File: config.mk
export PLATFORM = sky130hd
export DESIGN_NAME = output_port_arbiter
export DESIGN_NICKNAME = d
export VERILOG_FILES = /design/src/rtl/output_port_arbiter.sv
export SDC_FILE = /design/constraint.sdc
export NUM_CORES = 1
export LEC_CHECK = 0
export ABC_AREA = 1
export CORE_MARGIN = 3
export CORE_UTILIZATION = 49
export CTS_CLUSTER_DIAMETER = 80
export DETAILED_ROUTE_END_ITERATION = 10
export HOLD_SLACK_MARGIN = 0.12
export PLACE_DENSITY = 0.79
export SYNTH_ARGS = -nofsm -noshare
export SYNTH_HDL_FRONTEND = slang
export SYNTH_SLANG_ARGS = --single-unit
File: constraint.sdc
create_clock -name clk -period 3.1 [get_ports clk]
set_input_delay 0.62 -clock clk [delete_from_list [all_inputs] [get_ports clk]]
set_output_delay 0.62 -clock clk [all_outputs]
set_load 0.02 [all_outputs]
File: src/rtl/output_port_arbiter.sv
// Round-robin, packet-locking arbiter for one router output port.
// Holds the crossbar select for a whole wormhole packet and force-releases overlong packets.
module output_port_arbiter #(
  parameter int unsigned N         = 5,
  parameter int unsigned MAX_FLITS = 16
) (
  input  logic         clk,
  input  logic         rst,
  input  logic [N-1:0] req,
  input  logic [N-1:0] valid,
  input  logic [N-1:0] tail,
  input  logic         out_ready,
  output logic [N-1:0] select,
  output logic [N-1:0] pop,
  output logic         out_valid,
  output logic         locked,
  output logic         err
);

  localparam int unsigned     CNT_W    = $clog2(MAX_FLITS + 1);
  localparam logic [CNT_W-1:0] CNT_LAST = CNT_W'(MAX_FLITS - 1);
  localparam logic [N-1:0]     PTR_RST  = {{(N-1){1'b0}}, 1'b1};

  typedef enum logic {
    IDLE = 1'b0,
    LOCK = 1'b1
  } state_e;

  state_e           state_q;
  logic [N-1:0]     select_q;
  logic [N-1:0]     ptr_q;
  logic [CNT_W-1:0] cnt_q;
  logic             err_q;

  logic [N-1:0] masked_req;
  logic [N-1:0] winner_d;
  logic [N-1:0] ptr_d;
  logic         xfer;
  logic         tail_sel;

  // Bits at or above the one-hot pointer take priority; otherwise wrap to the lowest request.
  always_comb begin
    masked_req = req & ~(ptr_q - PTR_RST);
    if (masked_req != '0) begin
      winner_d = masked_req & (~masked_req + PTR_RST);
    end else begin
      winner_d = req & (~req + PTR_RST);
    end
  end

  assign pop       = select_q & valid & {N{out_ready}};
  assign xfer      = |pop;
  assign tail_sel  = |(select_q & tail);
  assign ptr_d     = {select_q[N-2:0], select_q[N-1]};

  always_ff @(posedge clk) begin
    if (rst) begin
      state_q  <= IDLE;
      select_q <= '0;
      ptr_q    <= PTR_RST;
      cnt_q    <= '0;
      err_q    <= 1'b0;
    end else begin
      case (state_q)
        IDLE: begin
          if (req != '0) begin
            select_q <= winner_d;
            state_q  <= LOCK;
            cnt_q    <= '0;
          end
        end
        LOCK: begin
          if (xfer) begin
            if (tail_sel || (cnt_q == CNT_LAST)) begin
              state_q  <= IDLE;
              select_q <= '0;
              ptr_q    <= ptr_d;
              cnt_q    <= '0;
              if (!tail_sel) begin
                err_q <= 1'b1;
              end
            end else begin
              cnt_q <= cnt_q + 1'b1;
            end
          end
        end
        default: begin
          state_q  <= IDLE;
          select_q <= '0;
        end
      endcase
    end
  end

  assign select    = select_q;
  assign out_valid = xfer;
  assign locked    = (state_q == LOCK);
  assign err       = err_q;

endmodule

==> results.md, run 1 <==
CTS:
- TritonCTS built the clock tree.
- Gates resized during post-CTS repair numbered 0.
- The total clock buffers created by CTS is 3.
- The clock passes through at most 2 buffers.
- Clock-pin slew was measured on the worst setup and hold paths at 0.09 ns.
- The H-tree depth is 1.
- For this design, the CTS-stage hold fixing added 0 buffers.
- The clock net sink count is 17.
- The root buffer cell is clkbuf_4.
- The latest clock arrival within the worst-skew pair is 0.28 ns.
- In this run the post-CTS setup repair buffer count came out at 0.

Global routing:
- The sum of overflow across all layers after global routing is 0.
- The via count of the first global-routing pass is 1056.
- In the global route stage, met1 resource usage came out at 26.6%.
- For this run, global-route usage on met2 was measured as 35.6%.
- The global-route usage over all layers is 21.3%.
- The number of antenna violations at the first check in global routing was 0.
- The met3 capacity usage during global routing is 7.16%.
- The first global-routing pass estimated 4400 um of wire.
- The busiest layer in global routing is met2.
- Entering global routing, the biggest net connects 16 pins.

Route:
- The first-iteration detailed-routing DRC count is 15.
- After detailed routing, the average wire length per cell comes to 12.0 um.
- Once detail routing completed, the nets flagged for antenna violations numbered 0.
- In the routed design, unresolved DRC markers number 0.
- The total via count in the routed design is 1111.
- The vias per cell is 5.19.
- The final layout contains routed wiring with a total length of 2560 um.
- The first detailed-routing pass ran for 4 iterations.

Hold path:
- The min-delay analysis places its worst path in the category register to register.
- The worst min-delay path startpoint is err$_SDFFE_PP0P_.

Worst setup path:
- In this run the critical register-to-register path is captured at ptr_q[0]$_SDFFE_PP1P_.
- Of all nets on the critical path, the largest fanout is 5.
- The data arrival at the endpoint of the critical path is 2.14 ns.
- The startpoint of the worst setup timing path is out_ready.
- The worst setup path is launched from an input port.
- The critical path endpoint is out_valid.
- The element type at the critical path end is a primary output.
- The cell count of the worst reg-to-reg path is 9.
- The setup slack of the most critical reg-to-reg path is 1.38 ns.
- The beginning of the worst register-to-register path is cnt_q[0]$_SDFFE_PP0P_.
- The worst setup path is of the input port to primary output kind.
- The required time at the endpoint of the critical path is 2.48 ns.

Floorplan:
- The die height is 51.6 um.
- The core footprint is 1840 um^2.
- The number of placement rows is 15.
- The I/O pin count is 31.
- Once the floorplan was initialized, standard cells occupied 55.5% of the core.
- The die width is 51.6 um.
- The floorplan die area is 2670 um^2.

Finish:
- The commonest non-fill, non-tap cell in the layout is nand2_1.
- The layout has 153 filler cells.
- The number of antenna cells inserted is 0.
- For this run, the number of standard cells in the final layout without fillers is 214.
- The area added between synthesis and finish is 33.2%.
- The share of final-layout standard cells stronger than drive strength 1 is 5.29%.
- The net count of the finished layout is 211.
- The top cell types in the final layout, fill and taps aside, are nand2_1 (35), clkdlybuf4s50_1 (30), inv_1 (28).

Yosys:
- The mapped netlist covers 1020 um^2.
- The synthesized netlist net count is 178.
- The mean post-synth cell area is 6.50 um^2.
- By area the synthesized netlist is led by dfxtp_1 (33%), nand2_1 (13%), nand3_1 (13%), inv_1 (10%), a21oi_1 (7.8%).
- The cell count after synthesis came out at 157.
- The proportion of synthesized chip area in sequential cells is 33.3%.
- Summed over all instances, the cell type with the most area after synthesis is dfxtp_1.
- The synthesis-stage register bit count is 17.
- The synthesis warning total is 0.
- Counting distinct cell types in the post-synthesis netlist gives 21.
- The top cell type's share of synthesized area is 33.3%.

STA:
- The sum of negative setup slack is 0 ns.
- Setup violations remaining at the end of the flow were counted as 0.
- The number of hold violations in the final report is 0.
- The max-slew violation count is 0.
- The slew of the pin with the lowest slew margin is 0.375 ns.
- The fraction of the cycle the final worst path needs is 89.2%.
- Setup repair after global routing left no endpoint under its margin.
- Headroom to the max-slew limit came out at 74.9%.
- The final critical delay including setup and external delays is 2.76 ns.
- The maximum operating frequency is 0.362 GHz.
- The clock skew after layout is 0.00889 ns.

Pwr:
- After layout, the design draws a total of 0.000443 W.
- The internal power of the cells totals 0.000318 W.
- The total net switching power is 0.000124 W.
- The power density normalized to cell area is 326 nW/um^2.
- The peak supply drop is 0.201 mV.
- For this design the static power due to leakage is 0.615 nW.
- The clock network accounts for 26.2% of the total power.
- In this run switching power makes up 28.1% of total power.
- The share of power burned in registers is 52.5%.
- The share of total power dissipated in combinational logic is 21.3%.

Placed design:
- In this run, placement finished with an instance count of 210.
- The detailed placer's ending HPWL is 2060 um.
- At the end of routability-driven placement, the weighted congestion stood at 0.857.
- The count of input and output buffers is 30.

Job:
- Max-cap violations in this run came to 0.

Status:
- The flow ran to the end, and the final reports show no timing, DRC or antenna violations.
flip-flops by register name, summed over array words and instances (netlist names):
| signal | count |
|---|---|
| cnt_q | 5 |
| err | 1 |
| locked | 1 |
| ptr_q | 5 |
| select | 5 |
metal layers:
metal | vias up | wire length [um]
met5 | - | 0
met2 | 36 | 1150
met3 | 2 | 207
li1 | 576 | -
met1 | 497 | 1190
met4 | 0 | 13
synthesized netlist by cell type, drive strengths merged:
library cell	n
buf	1
dfxtp	17
inv	29
a21oi	16
nand2	37
nand3b	1
nor2	10
nand4	3
xor2	1
o21ai	9
nand3	27
nor3	1
ha	3
o211ai	1
clkbuf	1
area by class of cell:
cell class / count / area, um^2 / area share, %
Clock buffer: 4 / 26.3 / 1.93
Tap cell: 25 / 31.3 / 2.30
Multi-Input combinational cell: 109 / 553 / 40.7
Inverter: 29 / 109 / 8.00
Timing Repair Buffer: 30 / 300 / 22.1
Sequential cell: 17 / 340 / 25.0
power groups by stage:
stage,logic [W],registers (W),clock network (W)
3_5_place_dp,0.0000938,0.000237,0
6_report,0.0000945,0.000232,0.000116
4_1_cts,0.0000945,0.000232,0.000120
5_1_grt,0.000104,0.000234,0.000129
3_3_place_gp,0.0000924,0.000237,0
2_1_floorplan,0.0000445,0.000240,0
per-stage QoR:
step           utilization (%)  setup WS, ns  instance area (um^2)  hold slack, ns
3_5_place_dp              72.5         0.329                  1330           0.452
3_3_place_gp              72.5         0.368                  1330           0.439
2_1_floorplan                -          1.49                  1020           0.439
5_1_grt                   73.9         0.261                  1360           0.495
6_report                  73.9         0.336                  1360           0.465
4_1_cts                   73.9         0.319                  1360           0.469
worst max-delay path, stage by stage:
cell,delay (ns)
clkdlybuf4s50_1,0.55
nand3_1,0.12
nand2_1,0.10
nor2_2,0.04
nand2_2,0.09
clkdlybuf4s50_1,0.62
worst min-delay path by stage:
stage,to,slack (ns),depth (start not counted)
after detailed placement,err$_SDFFE_PP0P_,0.45,2
after global placement,err$_SDFFE_PP0P_,0.44,2
after CTS,err$_SDFFE_PP0P_,0.47,2
after floorplan,cnt_q[3]$_SDFFE_PP0P_,0.44,2
final,err$_SDFFE_PP0P_,0.46,2
after global routing,cnt_q[4]$_SDFFE_PP0P_,0.50,2
cells by family (layout without fill, tap and decap cells):
| kind of cell | count (synthesis) | in the layout | synth area share [%] |
|---|---|---|---|
| buf+inv | 31 | 63 | 12.5 |
| compound gates | 26 | 26 | 13.0 |
| xor+xnor | 1 | 1 | 0.858 |
| flops | 17 | 17 | 33.3 |
| fa+ha+maj | 3 | 3 | 3.68 |
| simple gates | 79 | 79 | 36.6 |
No activity file was read; power rests on OpenSTA's default activity.
==> run 2, diff against run 1 <==
--- a/config.mk
+++ b/config.mk
@@ -7,11 +7,12 @@
 export LEC_CHECK = 0
 export ABC_AREA = 1
 export CORE_MARGIN = 3
-export CORE_UTILIZATION = 49
+export CORE_UTILIZATION = 55
 export CTS_CLUSTER_DIAMETER = 80
 export DETAILED_ROUTE_END_ITERATION = 10
+export DONT_BUFFER_PORTS = 1
 export HOLD_SLACK_MARGIN = 0.12
-export PLACE_DENSITY = 0.79
+export PLACE_DENSITY = 0.75
 export SYNTH_ARGS = -nofsm -noshare
 export SYNTH_HDL_FRONTEND = slang
 export SYNTH_SLANG_ARGS = --single-unit
==> results.md, run 2 (synthesized netlist as in run 1, its figures left out) <==
Status:
- Outcome: completed (unchanged).

STA:
- The clock skew after layout is 0.00118 ns (was 0.00889 ns).
- The maximum operating frequency is 0.517 GHz (was 0.362 GHz).
- The slew of the pin with the lowest slew margin is 0.415 ns (was 0.375 ns).
- The sum of negative setup slack was 0 ns (unchanged).
- The fraction of the cycle the final worst path needs came to 62.4% (was 89.2%).
- The count of final setup violators is 0 (unchanged).
- Setup repair after global routing missed its margin: false (unchanged).
- The final critical delay including setup and external delays was 1.94 ns (was 2.76 ns).
- The number of hold violations in the final report is 0 (unchanged).
- The headroom to the max-slew limit is 72.3% (was 74.9%).
- The max-slew violation count is 0 (unchanged).

Floorplan:
- The floorplan die area is 2410 um^2 (was 2670 um^2).
- The number of placement rows is 14 (was 15).
- The I/O pin count came to 31 (unchanged).
- The die height is 49.1 um (was 51.6 um).
- The die width is 49.1 um (was 51.6 um).
- The starting density of the core is 62.7% (was 55.5%).
- The core footprint was 1630 um^2 (was 1840 um^2).

CTS:
- The clock-pin slew of the registers on the worst-case setup and hold paths came to 0.09 ns (about the same).
- The TritonCTS clock tree is done (unchanged).
- The count of hold buffers inserted by post-cts repair came to 0 (unchanged).
- The clock net sink count came to 17 (unchanged).
- The number of buffers on the longest clock path is 2 (unchanged).
- The total of cells resized after clock tree synthesis is 0 (unchanged).
- The H-tree depth is 1 (unchanged).
- The total clock buffers created by CTS came to 3 (unchanged).
- The root buffer cell is clkbuf_4 (unchanged).
- The buffers inserted during post-CTS setup optimization is 0 (unchanged).
- The latest clock arrival within the worst-skew pair came to 0.29 ns (was 0.28 ns).

Worst setup path:
- The count of buffer and inverter cells on the critical path is 0 (was 2).
- The element type at the critical path end is a primary output (unchanged).
- Cell chain of the critical path: nand3_1, nand2_1, nor2_2, nand2_2 (was clkdlybuf4s50_1, nand3_1, nand2_1, nor2_2, nand2_2, clkdlybuf4s50_1).
- The setup slack of the most critical reg-to-reg path is 1.36 ns (was 1.38 ns).
- The critical path's slowest cell is dfxtp_1 (was clkdlybuf4s50_1).
- The element type at the critical path start is a register (was input port).
- The critical path depth in cells is 4 (was 6).
- The critical-path maximum fanout is 5 (unchanged).
- The cell count of the worst reg-to-reg path is 9 (unchanged).
- The data arrival at the endpoint of the critical path is 1.32 ns (was 2.14 ns).
- The required time at the endpoint of the critical path is 2.48 ns (about the same).
- The kind of critical path is register to primary output (was input port to primary output).
- The cell family with the largest share of critical-path delay is flip-flops (was buffers and inverters).
- The biggest cell delay along the critical path is 0.56 ns (was 0.62 ns).

Finish:
- The commonest non-fill, non-tap cell in the layout is nand2_1 (unchanged).
- The share of final-layout standard cells stronger than drive strength 1 is 6.29% (was 5.29%).
- The post-route cell area is 1060 um^2 (was 1360 um^2).
- The area added between synthesis and finish is 3.68% (was 33.2%).
- The filler cell count is 160 (was 153).
- The total number of nets in the final design is 181 (was 211).
- The final standard cell count with taps included and fillers excluded is 183 (was 214).
- Top library cells by usage in the layout, fill and taps aside: nand2_1 (35), inv_1 (28), nand3_1 (26) (was nand2_1 (35), clkdlybuf4s50_1 (30), inv_1 (28)).
- The number of antenna cells inserted is 0 (unchanged).

Pwr:
- The peak supply drop is 0.241 mV (was 0.201 mV).
- The power density normalized to cell area is 385 nW/um^2 (was 326 nW/um^2).
- The leakage component of the power is 0.503 nW (was 0.615 nW).

Route:
- The post-route antenna net violation count was 0 (unchanged).
- The average routed wire per standard cell was 13.2 um (was 12.0 um).
- The total via count in the routed design is 996 (was 1111).
- The final routed wirelength across all metal layers was 2410 um (was 2560 um).
- The detailed-routing iteration count for the pre-antenna-repair pass is 6 (was 4).
- The number of remaining DRC errors came to 0 (unchanged).
- The first-iteration detailed-routing DRC count was 25 (was 15).
- The vias per cell is 5.44 (was 5.19).

Placed design:
- The cell count after placement is 179 (was 210).
- The weighted congestion reported at the end of routability-driven placement is 0.842 (was 0.857).
- The count of input and output buffers came to 0 (was 30).
- The instance area after placement is 1030 um^2 (was 1330 um^2).
- The detailed placer's ending HPWL is 1890 um (was 2060 um).

Global routing:
- The maximum number of pins on one net before global-route repair is 16 (unchanged).
- The global-route usage over all layers is 20.7% (was 21.3%).
- The sum of overflow across all layers after global routing came to 0 (unchanged).
- The via count of the first global-routing pass came to 884 (was 1056).
- The first-pass GRT wire length is 3890 um (was 4400 um).
- The number of antenna violations at the first check in global routing is 0 (unchanged).

Hold path:
- The class of the most critical hold timing path is input port to register (was register to register).
- The number of cells traversed by the worst hold path is 1 (was 2).

Job:
- The reported max-cap violation count came to 0 (unchanged).
## run 2: changes by cell type in the layout (fill, tap and decap cells not counted)
cell             change
clkdlybuf4s50_1     -30
## run 2: path summary, 6_finish.rpt
kind                                              from                      to
worst max-delay path            select[2]$_SDFFE_PP0P_               out_valid
worst min-delay path                               rst  select[0]$_SDFFE_PP0P_
worst max register to register   cnt_q[0]$_SDFFE_PP0P_   ptr_q[0]$_SDFFE_PP1P_
worst min register to register   cnt_q[3]$_SDFFE_PP0P_   cnt_q[3]$_SDFFE_PP0P_
## run 2: power breakdown
part	leakage [nW]	internal (W)	switching, W
Clock	0.0150	0.0000502	0.0000686
Combinational	0.350	0.0000162	0.0000345
Sequential	0.138	0.000224	0.0000133
Total	0.503	0.000291	0.000116
## run 2: cell type report
| class | instances | area (um^2) | share of cell area, % |
|---|---|---|---|
| clock buffers | 4 | 26.3 | 2.48 |
| inverters | 29 | 109 | 10.3 |
| multi-input cells | 109 | 553 | 52.2 |
| flip-flops and latches | 17 | 340 | 32.2 |
| well taps | 24 | 30.0 | 2.84 |
## run 2: layer usage
metal | global-route usage (%) | up-vias | wire, um
met5 | 0 | - | 0
met4 | 2.84 | 0 | 19
met2 | 33.3 | 36 | 1150
li1 | - | 513 | -
met3 | 7.95 | 3 | 152
met1 | 26.7 | 444 | 1080
## run 2: through the flow
stage	hold WS, ns	total power (W)	utilization (%)	setup WS [ns]
4_1_cts	0.370	0.000412	65.0	1.15
3_3_place_gp	0.441	0.000292	63.4	1.46
2_1_floorplan	0.439	0.000284	-	1.49
3_5_place_dp	0.449	0.000293	63.4	1.38
6_report	0.379	0.000407	65.0	1.16
5_1_grt	0.355	0.000431	65.0	1.05
==> run 3, diff against run 2 <==
==> constraint.sdc (replaced) <==
create_clock -name clk -period 1.9 [get_ports clk]
set_input_delay 0.38 -clock clk [delete_from_list [all_inputs] [get_ports clk]]
set_output_delay 0.38 -clock clk [all_outputs]
set_load 0.02 [all_outputs]
==> results.md, run 3 (synthesized netlist as in run 1, its figures left out) <==
Worst setup path:
- The kind of critical path is register to primary output (unchanged).
- The data arrival at the endpoint of the critical path is 1.35 ns (was 1.32 ns).
- The required time at the endpoint of the critical path came to 1.52 ns (was 2.48 ns).
- The element type at the critical path end is a primary output (unchanged).
- The critical-path maximum fanout is 5 (unchanged).
- The beginning of the worst register-to-register path is cnt_q[0]$_SDFFE_PP0P_ (unchanged).
- The startpoint of the worst setup timing path is select[2]$_SDFFE_PP0P_ (unchanged).
- The element type at the critical path start is a register (unchanged).

CTS:
- The latest clock arrival within the worst-skew pair was 0.28 ns (was 0.29 ns).
- The total of cells resized after clock tree synthesis is 0 (unchanged).
- The TritonCTS clock tree was done (unchanged).
- The clock-pin slew of the registers on the worst-case setup and hold paths is 0.10 ns (was 0.09 ns).
- The number of buffers on the longest clock path is 2 (unchanged).
- The buffers inserted during post-CTS setup optimization was 0 (unchanged).
- The count of hold buffers inserted by post-cts repair was 0 (unchanged).
- The root buffer cell is clkbuf_4 (unchanged).
- The total clock buffers created by CTS came to 3 (unchanged).
- The clock net sink count is 17 (unchanged).
- The H-tree depth is 1 (unchanged).

STA:
- The slew of the pin with the lowest slew margin is 0.410 ns (was 0.415 ns).
- The count of final setup violators is 0 (unchanged).
- Timing would allow up to 0.579 GHz.
- The max-slew violation count is 0 (unchanged).
- The number of hold violations in the final report is 0 (unchanged).
- After layout, the minimum clock period comes to 1.73 ns.
- The post-route worst hold slack was 0.149 ns (was 0.379 ns).
- Setup repair after global routing missed its margin: false (unchanged).
- The headroom to the max-slew limit is 72.6% (was 72.3%).
- The clock skew after layout is 0.00277 ns (was 0.00118 ns).
- The sum of negative setup slack came to 0 ns (unchanged).
- The final critical path takes up 90.9% of the cycle.

Finish:
- Top library cells by usage in the layout, fill and taps aside: nand2_1 (35), inv_1 (28), nand3_1 (26) (unchanged).
- The area added between synthesis and finish is 5.15% (was 3.68%).
- The number of antenna cells inserted came to 0 (unchanged).
- The total number of nets in the final design came to 183 (was 181).
- The fraction of the core area covered by cells at the end of the flow is 65.9% (was 65.0%).
- The commonest non-fill, non-tap cell in the layout is nand2_1 (unchanged).
- The share of final-layout standard cells stronger than drive strength 1 is 7.45% (was 6.29%).

Floorplan:
- The starting density of the core came to 62.7% (unchanged).
- The I/O pin count came to 31 (unchanged).
- The core footprint is 1630 um^2 (unchanged).
- The die height was 49.1 um (unchanged).
- The die width was 49.1 um (unchanged).
- The floorplan die area is 2410 um^2 (unchanged).
- The number of placement rows is 14 (unchanged).

Route:
- The final routed wirelength across all metal layers is 2440 um (was 2410 um).
- The total via count in the routed design is 1033 (was 996).
- The first-iteration detailed-routing DRC count is 40 (was 25).
- The number of remaining DRC errors was 0 (unchanged).
- The average routed wire per standard cell is 13.2 um (about the same).
- The vias per cell is 5.58 (was 5.44).
- The post-route antenna net violation count is 0 (unchanged).
- The detailed-routing iteration count for the pre-antenna-repair pass is 4 (was 6).

Hold path:
- The worst min-delay path startpoint is rst (unchanged).
- The class of the most critical hold timing path is input port to register (unchanged).

Pwr:
- The internal power consumption is 0.000476 W (was 0.000291 W).
- The leakage component of the power is 0.513 nW (was 0.503 nW).
- The share of power burned in registers is 57.6% (was 58.4%).
- The total net switching power is 0.000194 W (was 0.000116 W).
- The power density normalized to cell area is 624 nW/um^2 (was 385 nW/um^2).
- The share of total power in combinational logic was 13.2% (was 12.5%).
- The portion of total power attributed to the clock network is 29.1% (was 29.2%).
- The post-route total power is 0.000670 W (was 0.000407 W).
- The peak supply drop was 0.492 mV (was 0.241 mV).
- The switching power share of the total is 29.0% (was 28.6%).

Placed design:
- The count of input and output buffers is 0 (unchanged).
- The weighted congestion reported at the end of routability-driven placement is 0.867 (was 0.842).
- The detailed placer's ending HPWL is 1920 um (was 1890 um).

Global routing:
- The via count of the first global-routing pass is 864 (was 884).
- The sum of overflow across all layers after global routing is 0 (unchanged).
- The global-route usage over all layers is 20.5% (was 20.7%).
- The first-pass GRT wire length is 3930 um (was 3890 um).
- The maximum number of pins on one net before global-route repair was 16 (unchanged).
- The number of antenna violations at the first check in global routing is 0 (unchanged).

Status:
- Outcome: completed (unchanged).

Job:
- The reported max-cap violation count is 0 (unchanged).
==> run 3: changes by cell type in the layout (fill, tap and decap cells not counted) <==
| cell | delta |
|---|---|
| buf_4 | +2 |
==> run 3: path summary, 6_finish.rpt <==
check | cells past startpoint | slack [ns] | to
setup / recovery | 4 | 0.17 | out_valid
hold / removal | 1 | 0.15 | select[2]$_SDFFE_PP0P_
setup reg to reg | 9 | 0.18 | ptr_q[0]$_SDFFE_PP1P_
hold reg to reg | 2 | 0.46 | cnt_q[4]$_SDFFE_PP0P_
==> run 3: through the flow <==
stage / std cells / setup slack, ns / instance area [um^2]
6_report: 185 / 0.173 / 1070
3_3_place_gp: 181 / 0.288 / 1050
5_1_grt: 185 / 0.0449 / 1070
3_5_place_dp: 181 / 0.208 / 1050
2_1_floorplan: 157 / 0.381 / 1020
4_1_cts: 185 / 0.188 / 1070
==> run 3: area by class of cell <==
type | instances | area (um^2)
tap | 24 | 30.0
timing repair buffer | 2 | 15.0
clock buffer | 4 | 26.3
sequential | 17 | 340
fill | 170 | 556
inverter | 29 | 109
multi-input combinational | 109 | 553
==> run 3: worst max-delay path, cell delays in order (launching register included) <==
cell	delay, ns
dfxtp_1	0.59
nand3_1	0.16
nand2_1	0.10
nor2_2	0.04
nand2_2	0.17
==> run 3: power groups by stage <==
stage                logic, W  clock network, W  registers [W]
floorplan           0.0000725                 0       0.000392
detailed placement  0.0000877                 0       0.000394
CTS                 0.0000881          0.000196       0.000386
global placement    0.0000852                 0       0.000393
global route         0.000100          0.000214       0.000388
finish              0.0000886          0.000195       0.000386
==> run 3: per-layer routing <==
layer	vias up	global-route usage, %	part of all wire [%]	wire length (um)
li1	516	-	-	-
met1	472	29.5	44	1080
met2	45	31.9	48	1160
met3	0	3.98	8.1	198
met4	0	2.84	0	0
met5	-	0	0	0
